===== config.mk =====
export PLATFORM = sky130hd
export DESIGN_NAME = io_mmio_bridge
export DESIGN_NICKNAME = d
export VERILOG_FILES = /design/src/rtl/io_defs.sv /design/src/rtl/io_tx_fifo.sv /design/src/rtl/io_mmio_bridge.sv
export SDC_FILE = /design/constraint.sdc
export NUM_CORES = 1
export LEC_CHECK = 0
export CELL_PAD_IN_SITES_DETAIL_PLACEMENT = 1
export CELL_PAD_IN_SITES_GLOBAL_PLACEMENT = 1
export CORE_AREA = 5 5 144 146
export CTS_CLUSTER_DIAMETER = 40
export DETAILED_ROUTE_END_ITERATION = 16
export DIE_AREA = 0 0 149 151
export PLACE_DENSITY = 0.92
export SLEW_MARGIN = 5
export SYNTH_ARGS = -nofsm -noshare
export SYNTH_HDL_FRONTEND = slang
export SYNTH_HIERARCHICAL = 1
export SYNTH_SLANG_ARGS = --single-unit

===== constraint.sdc =====
create_clock -name clk_in -period 9.9 [get_ports clk_in]
set_input_delay 1.485 -clock clk_in [delete_from_list [all_inputs] [get_ports clk_in]]
set_output_delay 1.485 -clock clk_in [all_outputs]
set_load 0.02 [all_outputs]

===== src/rtl/io_defs.sv =====
// rtl/io_defs.sv - shared constants for the I/O page decode of io_mmio_bridge
package io_defs;

    localparam int BYTE_W = 8;
    localparam int RAM_AW = 17;

    // cpu_a[17:16] value that selects the I/O page
    localparam logic [1:0] IO_PAGE = 2'b11;

    // I/O register offsets within the page (cpu_a[3:0])
    localparam logic [3:0] OFF_DATA  = 4'h0;
    localparam logic [3:0] OFF_CNT   = 4'h4;
    localparam logic [3:0] OFF_SNAP1 = 4'h5;
    localparam logic [3:0] OFF_SNAP2 = 4'h6;
    localparam logic [3:0] OFF_SNAP3 = 4'h7;
    localparam logic [3:0] OFF_OVF   = 4'h8;

endpackage


===== src/rtl/io_tx_fifo.sv =====
// rtl/io_tx_fifo.sv - synchronous byte FIFO feeding the UART transmitter
module io_tx_fifo
    import io_defs::*;
#(
    parameter int DEPTH_LOG = 4
) (
    input  logic                clk_in,
    input  logic                rst_in,
    input  logic                i_push,
    input  logic [BYTE_W-1:0]   i_push_data,
    input  logic                i_pop,
    output logic [BYTE_W-1:0]   o_head,
    output logic                o_empty,
    output logic                o_full,
    output logic [DEPTH_LOG:0]  o_count_next,
    output logic                o_dropped
);

    localparam int DEPTH = 1 << DEPTH_LOG;
    localparam logic [DEPTH_LOG:0] DEPTH_V = {1'b1, {DEPTH_LOG{1'b0}}};

    logic [BYTE_W-1:0]  r_mem [DEPTH];
    logic [DEPTH_LOG:0] r_wr_ptr;
    logic [DEPTH_LOG:0] r_rd_ptr;
    logic [DEPTH_LOG:0] w_count;
    logic               w_do_pop;
    logic               w_do_push;

    // Extra pointer bit distinguishes full from empty when the indices match.
    assign w_count   = r_wr_ptr - r_rd_ptr;
    assign o_empty   = (w_count == '0);
    assign o_full    = (w_count == DEPTH_V);
    // Pop is resolved first so a full FIFO can still accept a byte in the same cycle.
    assign w_do_pop  = i_pop & ~o_empty;
    assign w_do_push = i_push & (~o_full | w_do_pop);
    assign o_dropped = i_push & ~w_do_push;
    assign o_head    = r_mem[r_rd_ptr[DEPTH_LOG-1:0]];
    assign o_count_next = w_count + {{DEPTH_LOG{1'b0}}, w_do_push}
                                  - {{DEPTH_LOG{1'b0}}, w_do_pop};

    // Storage write; contents need no reset because the pointers gate visibility.
    always_ff @(posedge clk_in) begin
        if (w_do_push) begin
            r_mem[r_wr_ptr[DEPTH_LOG-1:0]] <= i_push_data;
        end
    end

    // Pointer update; reset flushes the queue.
    always_ff @(posedge clk_in) begin
        if (rst_in) begin
            r_wr_ptr <= '0;
            r_rd_ptr <= '0;
        end else begin
            if (w_do_push) r_wr_ptr <= r_wr_ptr + 1'b1;
            if (w_do_pop)  r_rd_ptr <= r_rd_ptr + 1'b1;
        end
    end

endmodule


===== src/rtl/io_mmio_bridge.sv =====
// rtl/io_mmio_bridge.sv - CPU byte-port bridge to RAM and I/O page (option: IO_TX_OVERFLOW_CNT_EN)
module io_mmio_bridge
    import io_defs::*;
#(
    parameter int TX_DEPTH_LOG = 4,
    parameter int FULL_MARGIN  = 2
) (
    input  logic                clk_in,
    input  logic                rst_in,
    input  logic                rdy_in,
    input  logic [31:0]         cpu_a,
    input  logic [BYTE_W-1:0]   cpu_dout,
    input  logic                cpu_wr,
    output logic [BYTE_W-1:0]   cpu_din,
    output logic                io_buffer_full,
    output logic [RAM_AW-1:0]   ram_a,
    output logic [BYTE_W-1:0]   ram_din,
    output logic                ram_we,
    input  logic [BYTE_W-1:0]   ram_dout,
    input  logic                rx_valid,
    input  logic [BYTE_W-1:0]   rx_data,
    output logic                rx_pop,
    output logic                tx_valid,
    output logic [BYTE_W-1:0]   tx_data,
    input  logic                tx_ready,
    output logic                prog_stop
);

    localparam int TX_DEPTH = 1 << TX_DEPTH_LOG;
    localparam logic [TX_DEPTH_LOG:0] FULL_THRESH = (TX_DEPTH_LOG+1)'(TX_DEPTH - FULL_MARGIN);

    logic                   w_io;
    logic [3:0]             w_off;
    logic                   w_io_rd;
    logic                   w_io_wr;
    logic                   w_push;
    logic [BYTE_W-1:0]      w_push_data;
    logic [BYTE_W-1:0]      w_rdata;
    logic                   w_tx_empty;
    logic                   w_tx_full;
    logic [TX_DEPTH_LOG:0]  w_count_next;
    logic                   w_dropped;
    logic                   w_unused;

    logic                   r_sel_io;
    logic [3:0]             r_io_off;
    logic [BYTE_W-1:0]      r_io_rdata;
    logic [31:0]            r_cycle_cnt;
    logic [31:0]            r_snap;
    logic                   r_stop_pend;
    logic                   r_prog_stop;
    logic                   r_buffer_full;

    assign w_io    = (cpu_a[17:16] == IO_PAGE);
    assign w_off   = cpu_a[3:0];
    assign w_io_rd = rdy_in & w_io & ~cpu_wr;
    assign w_io_wr = rdy_in & w_io & cpu_wr;

    assign ram_a   = cpu_a[RAM_AW-1:0];
    assign ram_din = cpu_dout;
    assign ram_we  = cpu_wr & ~w_io & rdy_in;

    // A zero byte on the data port is a no-op; the stop port queues a 0x00 marker instead.
    assign w_push      = w_io_wr & (((w_off == OFF_DATA) & (cpu_dout != '0)) | (w_off == OFF_CNT));
    assign w_push_data = (w_off == OFF_CNT) ? '0 : cpu_dout;
    assign rx_pop      = ~rst_in & w_io_rd & (w_off == OFF_DATA) & rx_valid;

    assign cpu_din        = r_sel_io ? r_io_rdata : ram_dout;
    assign tx_valid       = ~w_tx_empty;
    assign prog_stop      = r_prog_stop;
    assign io_buffer_full = r_buffer_full;

    io_tx_fifo #(.DEPTH_LOG(TX_DEPTH_LOG)) u_tx_fifo (
        .clk_in       (clk_in),
        .rst_in       (rst_in),
        .i_push       (w_push),
        .i_push_data  (w_push_data),
        .i_pop        (tx_ready),
        .o_head       (tx_data),
        .o_empty      (w_tx_empty),
        .o_full       (w_tx_full),
        .o_count_next (w_count_next),
        .o_dropped    (w_dropped)
    );

`ifdef IO_TX_OVERFLOW_CNT_EN
    logic [BYTE_W-1:0] r_ovf_cnt;

    // Saturating count of bytes lost to a full TX FIFO.
    always_ff @(posedge clk_in) begin
        if (rst_in) begin
            r_ovf_cnt <= '0;
        end else if (w_dropped && (r_ovf_cnt != '1)) begin
            r_ovf_cnt <= r_ovf_cnt + 1'b1;
        end
    end

    assign w_unused = ^{cpu_a[31:18], cpu_a[15:4], r_io_off, w_tx_full};
`else
    assign w_unused = ^{cpu_a[31:18], cpu_a[15:4], r_io_off, w_tx_full, w_dropped};
`endif

    // I/O read data for the current request; writes and unmapped offsets read as zero.
    always_comb begin
        w_rdata = '0;
        if (!cpu_wr) begin
            case (w_off)
                OFF_DATA:  w_rdata = rx_valid ? rx_data : '0;
                OFF_CNT:   w_rdata = r_cycle_cnt[7:0];
                OFF_SNAP1: w_rdata = r_snap[15:8];
                OFF_SNAP2: w_rdata = r_snap[23:16];
                OFF_SNAP3: w_rdata = r_snap[31:24];
`ifdef IO_TX_OVERFLOW_CNT_EN
                OFF_OVF:   w_rdata = r_ovf_cnt;
`endif
                default:   w_rdata = '0;
            endcase
        end
    end

    // Request register: gives the one-cycle read latency and freezes with the CPU.
    always_ff @(posedge clk_in) begin
        if (rst_in) begin
            r_sel_io   <= 1'b1;
            r_io_off   <= '0;
            r_io_rdata <= '0;
        end else if (rdy_in) begin
            r_sel_io   <= w_io;
            r_io_off   <= w_off;
            r_io_rdata <= w_rdata;
        end
    end

    // Free-running cycle counter plus the snapshot taken when its low byte is read.
    always_ff @(posedge clk_in) begin
        if (rst_in) begin
            r_cycle_cnt <= '0;
            r_snap      <= '0;
        end else begin
            r_cycle_cnt <= r_cycle_cnt + 32'd1;
            if (w_io_rd && (w_off == OFF_CNT)) r_snap <= r_cycle_cnt;
        end
    end

    // Stop handshake: sticky stop once the requested stop has drained out of the FIFO.
    always_ff @(posedge clk_in) begin
        if (rst_in) begin
            r_stop_pend   <= 1'b0;
            r_prog_stop   <= 1'b0;
            r_buffer_full <= 1'b0;
        end else begin
            if (w_io_wr && (w_off == OFF_CNT)) r_stop_pend <= 1'b1;
            if (r_stop_pend && w_tx_empty)     r_prog_stop <= 1'b1;
            r_buffer_full <= (w_count_next >= FULL_THRESH);
        end
    end

endmodule


==> out/results.txt <==
Yosys warning total -> 6
Cell area after synthesis -> 9190 µm²
Synth Area per Inst -> 13.2 µm²
Gate power share -> 20.5%
Critical path capture point type -> output pin
WHS -> 0.458 ns
Share of cells above drive strength 1 -> 15.0%
IO Pins -> 108
GR Util met1 -> 26.5%
Worst hold path type -> reg -> reg
Clock network power share -> 38.9%
DRT iter0 DRCs -> 553
Final wirelength -> 23500 µm
Root Driver -> clkbuf_16
Period utilization -> 51.9%
Worst slew margin -> 19.1%
GRT busiest layer -> met2
Post-layout min period -> 5.14 ns
LEAKAGE -> 3.65 nW
Met2 Track Usage GR -> 38.8%
Internal Pwr Total -> 1.73 mW
Achievable Freq -> 0.195 GHz
Met3 Resource Use GR -> 2.96%
Slowest-stage cell, CP -> clkdlybuf4s50_1
Sw Pwr -> 0.654 mW
Clk sink count -> 210
H-Tree Depth -> 1
Status -> finished clean
CP Launch Type -> input pin
Final Hold Vio Count -> 0
Post-synthesis cell count -> 694
TritonCTS Buffers -> 27
Final Wtd Congestion -> 0.769
Clock slew at reported path FFs -> 0.06 ns
Core region area -> 19300 µm²
Worst Path Arrival -> 3.65 ns
Max-cap violations -> 0
CP cell instances -> clkdlybuf4s50_1 > nor2_1 > and3_1 > nand2_1 > nor2_1 > clkdlybuf4s50_1
Worst VDD drop -> 137 µV
# resized after CTS -> 0
Grt total ovfl -> 0
Vias -> 5919
Net Sw Frac -> 27.5%
DIE WIDTH -> 149 µm
Initial Util -> 47.7%
RSZ-0062 raised after global routing -> false
Post-CTS Hold Buffers -> 0
Row Count -> 51
Clock latency on the worst-skew pair -> 0.52 ns
Slew Viols, Final -> 0
Worst Path Required -> 8.42 ns
Tot GR Track Use -> 21.1%
Setup Crit Path Kind -> in -> out
CP Max Fanout -> 9
Port bufs -> 69
Inst Count DP -> 973
CTS max path bufs -> 3
Final std cells w/o fill -> 1023
Largest net degree at the start of global routing -> 76
Post-Syn Nets -> 773
Vias in the first global route -> 6194
Pwr Density -> 222 nW/µm²
Least-Margin Pin Slew -> 1.21 ns
Post-CTS Setup Bufs -> 0
Initial antenna violation count -> 0
Global-route wire length before repair -> 36300 µm
First-pass iteration count of the detailed router -> 7
Max stage delay on crit path -> 0.63 ns
Final setup viols -> 0
CTS tree -> yes
Post-DR vias/cell -> 5.79
Post-route ant nets -> 0
Setup_tns -> 0 ns
Diodes inserted -> 0
Pwr Total -> 2.38 mW
Detailed placement HPWL -> 15800 µm
Routed len/inst -> 23.0 µm
DRC errors left -> 0
Die Height -> 151 µm
Reg power frac -> 40.6%
Final net count -> 816
Area Growth Syn to Fin -> 16.8%
Clock skew -> 0.0119 ns
Total die area -> 22500 µm²
[registers in the layout (all words and copies together), names as in the netlist, named ones only]
register,flops
u_tx_fifo/r_mem,128
io_buffer_full,1
u_tx_fifo/r_rd_ptr,5
r_sel_io,1
u_tx_fifo/r_wr_ptr,5
r_io_rdata,8
r_snap,24
prog_stop,1
r_stop_pend,1
r_cycle_cnt,32
[power groups by stage]
| stage | registers (mW) | clock network [mW] | logic, mW |
|---|---|---|---|
| finish | 0.968 | 0.926 | 0.488 |
| floorplan | 0.967 | 0 | 0.389 |
| global placement | 0.987 | 0 | 0.470 |
| CTS | 0.968 | 0.937 | 0.496 |
| global route | 0.970 | 0.988 | 0.531 |
| detailed placement | 0.987 | 0 | 0.490 |
[through the flow]
step / cell area [µm²] / worst slack [ns] / utilization (%)
4_1_cts: 10700 / 4.80 / 55.7
3_5_place_dp: 9880 / 4.82 / 51.3
2_1_floorplan: 9190 / 6.01 / -
5_1_grt: 10700 / 4.67 / 55.7
6_report: 10700 / 4.76 / 55.7
3_3_place_gp: 9880 / 4.84 / 51.3
[critical path, delay by kind of cell]
kind | cells | cell delay [ns]
AND/OR/NAND/NOR | 4 | 1.06
buffers and inverters | 2 | 1.11
[worst paths after layout]
| path | start | to | slack, ns | cells after the start |
|---|---|---|---|---|
| worst max register to register | u_tx_fifo/r_wr_ptr[0]$_SDFFE_PP0P_ | io_buffer_full$_SDFF_PP0_ | 5.92 | 21 |
| worst max-delay path | cpu_a[0] | rx_pop | 4.76 | 6 |
| worst min register to register | r_snap[29]$_SDFFE_PP0P_ | r_snap[29]$_SDFFE_PP0P_ | 0.46 | 2 |
| worst min-delay path | r_snap[29]$_SDFFE_PP0P_ | r_snap[29]$_SDFFE_PP0P_ | 0.46 | 2 |
[final cells by class]
| type | count | area [µm²] |
|---|---|---|
| fillers | 1934 | 8530 |
| flip-flops and latches | 210 | 5490 |
| multi-input cells | 408 | 3290 |
| repair buffers | 71 | 701 |
| clock buffers | 31 | 691 |
| well taps | 265 | 332 |
| clock inverters | 19 | 165 |
| inverters | 19 | 71.3 |
[cell usage in the layout, fill, tap and decap left out, types with 6 or more instances in the layout]
| cell type | count |
|---|---|
| a21oi_1 | 41 |
| a221oi_1 | 8 |
| a222oi_1 | 16 |
| and3_1 | 24 |
| clkbuf_16 | 27 |
| clkdlybuf4s50_1 | 68 |
| dfxtp_1 | 80 |
| edfxtp_1 | 128 |
| ha_1 | 15 |
| inv_1 | 18 |
| inv_6 | 6 |
| mux2_2 | 8 |
| mux4_2 | 37 |
| nand2_1 | 72 |
| nand3_1 | 16 |
| nand4_1 | 7 |
| nor2_1 | 55 |
| nor2b_1 | 12 |
| o21ai_0 | 6 |
| xnor2_1 | 12 |
| xor2_1 | 22 |
[per-layer routing]
layer  vias up  routed length, µm
met2       216              12400
li1       2655                  -
met3        35               1430
met4         0                458
met5         -                  0
met1      3013               9230
(Power assumes the default switching activity.)
